### config.mk
export PLATFORM = sky130hd
export DESIGN_NAME = divider_iterative
export DESIGN_NICKNAME = d
export VERILOG_FILES = /design/src/rtl/divider_iterative.sv
export SDC_FILE = /design/constraint.sdc
export NUM_CORES = 1
export LEC_CHECK = 0
export BUFFER_PORTS_ARGS = -buffer_cell sky130_fd_sc_hd__buf_2
export CORE_ASPECT_RATIO = 0.9
export CORE_MARGIN = 4
export CORE_UTILIZATION = 50
export CTS_BUF_LIST = sky130_fd_sc_hd__clkbuf_16
export DETAILED_ROUTE_END_ITERATION = 12
export GPL_TIMING_DRIVEN = 0
export PLACE_DENSITY = 0.7
export RECOVER_POWER = 100
export SETUP_SLACK_MARGIN = 0.3
export SYNTH_ARGS = -nofsm -noshare
export SYNTH_HDL_FRONTEND = slang
export SYNTH_SLANG_ARGS = --single-unit
export TNS_END_PERCENT = 100
### constraint.sdc
create_clock -name clk -period 4.05 [get_ports clk]
set_clock_uncertainty 0.2 [all_clocks]
set_input_delay 0.405 -clock clk [delete_from_list [all_inputs] [get_ports clk]]
set_output_delay 0.405 -clock clk [all_outputs]
set_load 0.03 [all_outputs]
### src/rtl/divider_iterative.sv
// divider_iterative: radix-2 restoring divider for RV32M DIV/DIVU/REM/REMU, define DIV_EARLY_OUT_EN for early divide-by-zero/overflow completion
module divider_iterative (
  input  logic        clk,
  input  logic        rst,
  input  logic        startE,
  input  logic [1:0]  div_opcode,
  input  logic [31:0] operand1,
  input  logic [31:0] operand2,
  output logic [31:0] result_divide,
  output logic        done,
  output logic        div_use
);
  typedef enum logic [1:0] {IDLE, CALC, FIX, DONE} state_t;
  state_t state;
  logic        sel_rem, neg1, neg2, div_zero, ovf;
  logic [31:0] rem, quo, divisor;
  logic [4:0]  cnt;
  logic        is_signed, accept, in_neg1, in_neg2, in_zero, in_ovf, ge;
  logic [31:0] mag1, mag2, q_fix, r_fix, fixed, early;
  logic [32:0] shifted;
  // accept decode, operand magnitudes, one restoring step and the sign/special-case fix-up
  always_comb begin
    is_signed = ~div_opcode[0];
    accept    = startE & (state == IDLE | state == DONE);
    in_neg1   = is_signed & operand1[31];
    in_neg2   = is_signed & operand2[31];
    mag1      = in_neg1 ? -operand1 : operand1;
    mag2      = in_neg2 ? -operand2 : operand2;
    in_zero   = operand2 == 32'h0;
    in_ovf    = is_signed & operand1 == 32'h8000_0000 & operand2 == 32'hFFFF_FFFF;
    early     = in_zero ? (div_opcode[1] ? operand1 : 32'hFFFF_FFFF) : (div_opcode[1] ? 32'h0 : 32'h8000_0000);
    shifted   = {rem, quo[31]};
    ge        = shifted >= {1'b0, divisor};
    q_fix     = div_zero ? 32'hFFFF_FFFF : ovf ? 32'h8000_0000 : (neg1 ^ neg2) ? -quo : quo;
    r_fix     = ovf ? 32'h0 : neg1 ? -rem : rem;
    fixed     = sel_rem ? r_fix : q_fix;
  end
  // control FSM and datapath registers
  always_ff @(posedge clk) begin
    if (rst) begin
      state         <= IDLE;
      sel_rem       <= 1'b0;
      neg1          <= 1'b0;
      neg2          <= 1'b0;
      div_zero      <= 1'b0;
      ovf           <= 1'b0;
      rem           <= '0;
      quo           <= '0;
      divisor       <= '0;
      cnt           <= '0;
      result_divide <= '0;
      done          <= 1'b0;
      div_use       <= 1'b0;
    end else begin
      done <= 1'b0;
      if (accept) begin
        sel_rem  <= div_opcode[1];
        neg1     <= in_neg1;
        neg2     <= in_neg2;
        div_zero <= in_zero;
        ovf      <= in_ovf;
        rem      <= '0;
        quo      <= mag1;
        divisor  <= mag2;
        cnt      <= 5'd31;
        div_use  <= 1'b1;
`ifdef DIV_EARLY_OUT_EN
        if (in_zero | in_ovf) begin
          state         <= DONE;
          done          <= 1'b1;
          result_divide <= early;
        end else begin
          state <= CALC;
        end
`else
        state <= CALC;
`endif
      end else begin
        case (state)
          CALC: begin
            rem   <= ge ? 32'(shifted - {1'b0, divisor}) : shifted[31:0];
            quo   <= {quo[30:0], ge};
            cnt   <= cnt - 5'd1;
            state <= cnt == 5'd0 ? FIX : CALC;
          end
          FIX: begin
            state         <= DONE;
            done          <= 1'b1;
            result_divide <= fixed;
          end
          DONE: begin
            state   <= IDLE;
            div_use <= 1'b0;
          end
          default: state <= IDLE;
        endcase
      end
    end
  end
`ifndef DIV_EARLY_OUT_EN
  logic unused_early;
  assign unused_early = ^early;
`endif
endmodule
Word level (Yosys, flattened, before mapping) --
Index checks and enable logic that the tools add are counted.
Storage, ports and cells: output and inout bits 34, flip-flop bits (word level) 142, word-level logic and storage cells 61, bits of input ports 69
Operators by class: $add $sub $neg 6, reductions and logical operators 7, multiplexer cells 19, bitwise logic cells 9, equal/unequal tests 5, magnitude comparators 1
Operators by type and width (number):
- two-way mux 32 bit | 11
- negation 32 bit | 4
- equality test 32 bit (second input constant) | 2
- >= comparator 33 x 32 -> 1 bit | 1
- logical NOT 32 bit | 1
- subtractor 32 bit | 1
- two-way mux 5 bit | 2
- bitwise AND 1 bit | 5
- logical NOT 5 bit | 1
- subtractor 5 x 1 -> 5 bit (second input constant) | 1
- equality test 2 bit (second input constant) | 2
- two-way mux 1 bit | 4
- case mux 2 bit (2 select lines) | 1
- nonzero test 2 bit | 2
- equality test 2 x 1 -> 1 bit (second input constant) | 1
- logical NOT 2 bit | 1
- two-way mux 2 bit | 1
- NOT 1 bit | 2
- AND reduction 2 bit | 1
- OR reduction 2 bit | 1
- OR 1 bit | 1
- bitwise XOR 1 bit | 1

Longest topological paths before layout --
depth after elaboration 5, gate-level depth with buffers 12, mapped depth without buffers 11

Least setup slack after synthesis --
No wires, ideal clock.
path kind register to register, from register quo[31], to register rem[24], path buffers 0, arrival time 2.559 ns, path slack 1.205 ns, data required time 3.764 ns, stages on the path, launching flop included 12, clock period less this slack 2.845 ns, setup time 0.086 ns, cell sequence dfxtp_1 -> inv_1 -> ha_1 -> fa_1 -> nand2b_1 -> a211oi_1 -> o31ai_1 -> a22oi_1 -> a41oi_1 -> xnor2_1 -> mux2i_1 -> a211oi_1
Between the ends: longest elaborated chain between the ends 2, elaborated cells on any way between the ends 3, those cells by class add/sub: 1; order compare: 1; mux: 1
Ends and longest elaborated chain:
- from (decl) | RTL line 16 | logic [31:0] rem, quo, divisor;
- from (signal assigned) | RTL line 63 | quo <= mag1;
- from (signal assigned) | RTL line 82 | quo <= {quo[30:0], ge};
- subtractor 32 bit or >= comparator 33 x 32 -> 1 bit (tied branches) | RTL line 81, 33
- two-way mux 32 bit * | RTL line 81 | rem <= ge ? 32'(shifted - {1'b0, divisor}) : shifted[31:0];
- to (signal assigned) | RTL line 81
- to (decl) | RTL line 16
Mark *: on every way between the ends. The rest lies on a longest branch, timed or not. A chain may end at the register's enable or synchronous reset.

Worst setup path after layout --
from register rem[7], to register rem[25]
Between the ends: longest elaborated chain between the ends 2, elaborated cells on any way between the ends 3, those cells by class add/sub: 1; order compare: 1; mux: 1
Ends and longest elaborated chain (RTL line):
- subtractor 32 bit or >= comparator 33 x 32 -> 1 bit (tied branches) | 81, 33
- two-way mux 32 bit * | 81
Marked as above.

==> impl_metrics.py <==
metrics = {
    "outcome": {
        "status": "finished, final reports clean",
    },
    "drt": {
        "ant_nets": 0,
        "wl_per_cell_um": 19.6,
        "first_iter_violations": 1153,
        "firstDrtPassIters": 5,
        "routed_wl_um": 34300,
        "drc": 0,
        "vias_per_cell": 6.07,
        "vias": 10600,
    },
    "sta": {
        "min_period_over_period_pct": 89.5,
        "tightest_slew_ps": 926,
        "maxSlewHeadroom_pct": 37.7,
        "min_period_ps": 3620,
        "hold_violations": 0,
        "tns_ps": 0,
        "rsz0062_at_grt": "false",
        "worst_slack_ps": 426,
        "fmax_mhz": 276,
        "worst_hold_slack_ps": 82.7,
        "slew_viol_final": 0,
        "setup_viol": 0,
    },
    "cells_and_area": {
        "n_fill_cell": 1990,
        "nNetsFinal": 1592,
        "seqCellArea_mm2": 0.00284,
        "multiInputGateArea_mm2": 0.00690,
        "fin_util_pct": 57.9,
        "drive_gt1_share_pct": 7.57,
        "insertedDiodeCount": 0,
        "area_delta_synth_final_pct": 12.5,
    },
    "yosys": {
        "yosys-top-cells-count": "nor2_1 (156), dfxtp_1 (142), a21oi_1 (134), nand2_1 (81), xnor2_1 (81)",
        "synthDistinctLibCells": 73,
        "synth_most_common_cell": "nor2_1",
        "syn_nets": 1472,
        "yosys-top-cells-area": "dfxtp_1 (27%), xnor2_1 (6.8%), a21oi_1 (6.4%), nor2_1 (5.6%), xor2_1 (5.1%)",
        "ys_seq_area_share_pct": 27.3,
        "synthArstFlopShare_pct": 0,
        "synth_edf_count": 0,
        "synth_top_area_share_pct": 27.3,
        "yosys.area.top_type": "dfxtp_1",
        "avgSynthCellArea_um2": 7.66,
        "netlist_area_mm2": 0.0104,
        "ys_warn_count": 0,
        "synth_seq_cells": 142,
        "syn_inst": 1360,
        "ys.flop_type": "dfxtp_1",
    },
    "floorplan": {
        "initial_core_util_pct": 51.5,
        "fp-row-count": 49,
        "die_w_um": 160,
        "die_y_um": 145,
        "pin_count": 103,
        "dieArea_mm2": 0.0232,
        "core_mm2": 0.0202,
    },
    "placed_design": {
        "port-buffer-count": 101,
        "gp_congestion": 0.945,
        "dp_hpwl_um": 26800,
        "pre_cts_slack_ps": 481,
    },
    "clock_tree": {
        "cts_tree": "done",
        "clk_pin_slew_worst_paths_ps": 60,
        "cts_htree_levels": 4,
        "root_buffer": "clkbuf_16",
        "clkSinkCount": 142,
        "cts_setup_buffers": 0,
        "cts_made_buffers": 17,
        "cts_max_path_buffers": 2,
        "insertion_delay_ps": 440,
    },
    "pwr": {
        "peakVddDrop_mv": 0.220,
        "p_seq_share_pct": 34.6,
        "totalPowerFinal_uw": 4610,
        "cellLeakagePower_uw": 0.00446,
        "pwr-share-clk_pct": 34.9,
        "powerDensity_mw_per_mm2": 394,
        "switching_power_uw": 1610,
        "power_frac_comb_pct": 30.5,
        "intPower_uw": 3000,
        "swShare_pct": 35.0,
    },
    "global_routing": {
        "antenna_found_initial": 0,
        "overflow": 0,
        "grt_pass1_vias": 9632,
        "grtUsageTotal_pct": 28.7,
        "grt_pass1_wl_um": 53500,
        "grt_max_degree": 17,
    },
    "worst_setup_path": {
        "cp_max_fo": 10,
        "endpoint_kind": "flop",
        "startpoint_type": "flop",
        "cp.required_ps": 4140,
        "arrival_ps": 3720,
        "crit_type": "flop to flop",
    },
    "flow_run": {
        "maxCapViolations": 0,
    },
    "min_path": {
        "hp-class": "primary input to flop",
    },
}
==> layer usage <==
metal	share of wire (%)	GRT usage, %	wire, um
met4	1.9	8.00	657
met1	48	42.8	16500
met2	42	42.5	14500
met3	7.6	4.93	2610
met5	0	0	0
==> critical path, stage by stage (launching register included) <==
cell and delay (ps):
dfxtp_1 410, ha_1 320, buf_2 180, nand4_1 210
nor2_1 140, a21boi_0 420, o31a_2 260, nor2_1 130
o21bai_1 470, buf_2 360, mux2i_1 280, a21oi_1 100
==> flip-flops by register name (all words and copies together) (netlist names) <==
name           count
divisor           32
quo               32
rem               32
result_divide     32
cnt                5
state              2
div_use            1
div_zero           1
done               1
neg1               1
neg2               1
ovf                1
sel_rem            1
==> power groups by stage <==
stage	sequential [uW]	combinational, uW	clock (uW)
3_3_place_gp	1620	1370	0
3_5_place_dp	1620	1380	0
6_report	1600	1400	1610
4_1_cts	1590	1390	1610
5_1_grt	1610	1530	1670
2_1_floorplan	1590	1020	0
==> final timing paths <==
kind                                 start                  endpoint  slack, ps  depth (start not counted)
setup / recovery       rem[7]$_SDFFE_PP0P_      rem[25]$_SDFFE_PP0P_        430                         11
hold / removal                operand2[28]  divisor[28]$_SDFFE_PP0P_         80                          3
setup reg to reg       rem[7]$_SDFFE_PP0P_      rem[25]$_SDFFE_PP0P_        430                         11
hold reg to reg   divisor[31]$_SDFFE_PP0P_  divisor[31]$_SDFFE_PP0P_        260                          2
==> layout by cell type (no fill, tap or decap), types with 18 or more instances in the layout <==
master | netlist | final
nor2_1 | 156 | 157
nand3_1 | 17 | 18
buf_2 | 7 | 72
mux2i_1 | 51 | 51
o31ai_1 | 19 | 19
nand2b_1 | 19 | 19
dfxtp_1 | 142 | 142
nand2_1 | 81 | 81
a21oi_1 | 134 | 134
ha_1 | 42 | 42
a211oi_1 | 54 | 54
nor3_1 | 40 | 43
o21ai_0 | 80 | 80
clkbuf_1 | 66 | 110
xnor2_1 | 81 | 81
xor2_1 | 61 | 61
inv_1 | 64 | 65
==> through the flow <==
step | instances | area (um2)
2_1_floorplan | 1360 | 10400
3_3_place_gp | 1716 | 11200
3_5_place_dp | 1716 | 11200
4_1_cts | 1748 | 11800
5_1_grt | 1748 | 11700
6_report | 1748 | 11700
==> final cells by class <==
| class | count | share of cell area (%) |
|---|---|---|
| buffer | 87 | 2.97 |
| sequential | 142 | 24.3 |
| multi-input combinational | 1066 | 58.9 |
| timing repair buffer | 101 | 3.93 |
| clock inverter | 15 | 1.46 |
| clock buffer | 17 | 3.63 |
| inverter | 65 | 2.08 |
| tap | 255 | 2.72 |
==> cell families after synthesis <==
kind of cell | after synthesis | synth area share [%]
AOI/OAI and AO/OA | 411 | 25.1
xor gates and xnor gates | 142 | 11.9
adders and majority gates | 43 | 5.24
buffers and inverters | 152 | 5.76
DFF | 142 | 27.3
muxes | 51 | 4.90
and+or+nand+nor | 419 | 19.8
==> repair_timing <==
action / CTS / global route
hold buffers: 0 / 0
resized for setup: 0 / 1
setup endpoints to repair: 0 / 2
(Power assumes the default switching activity.)
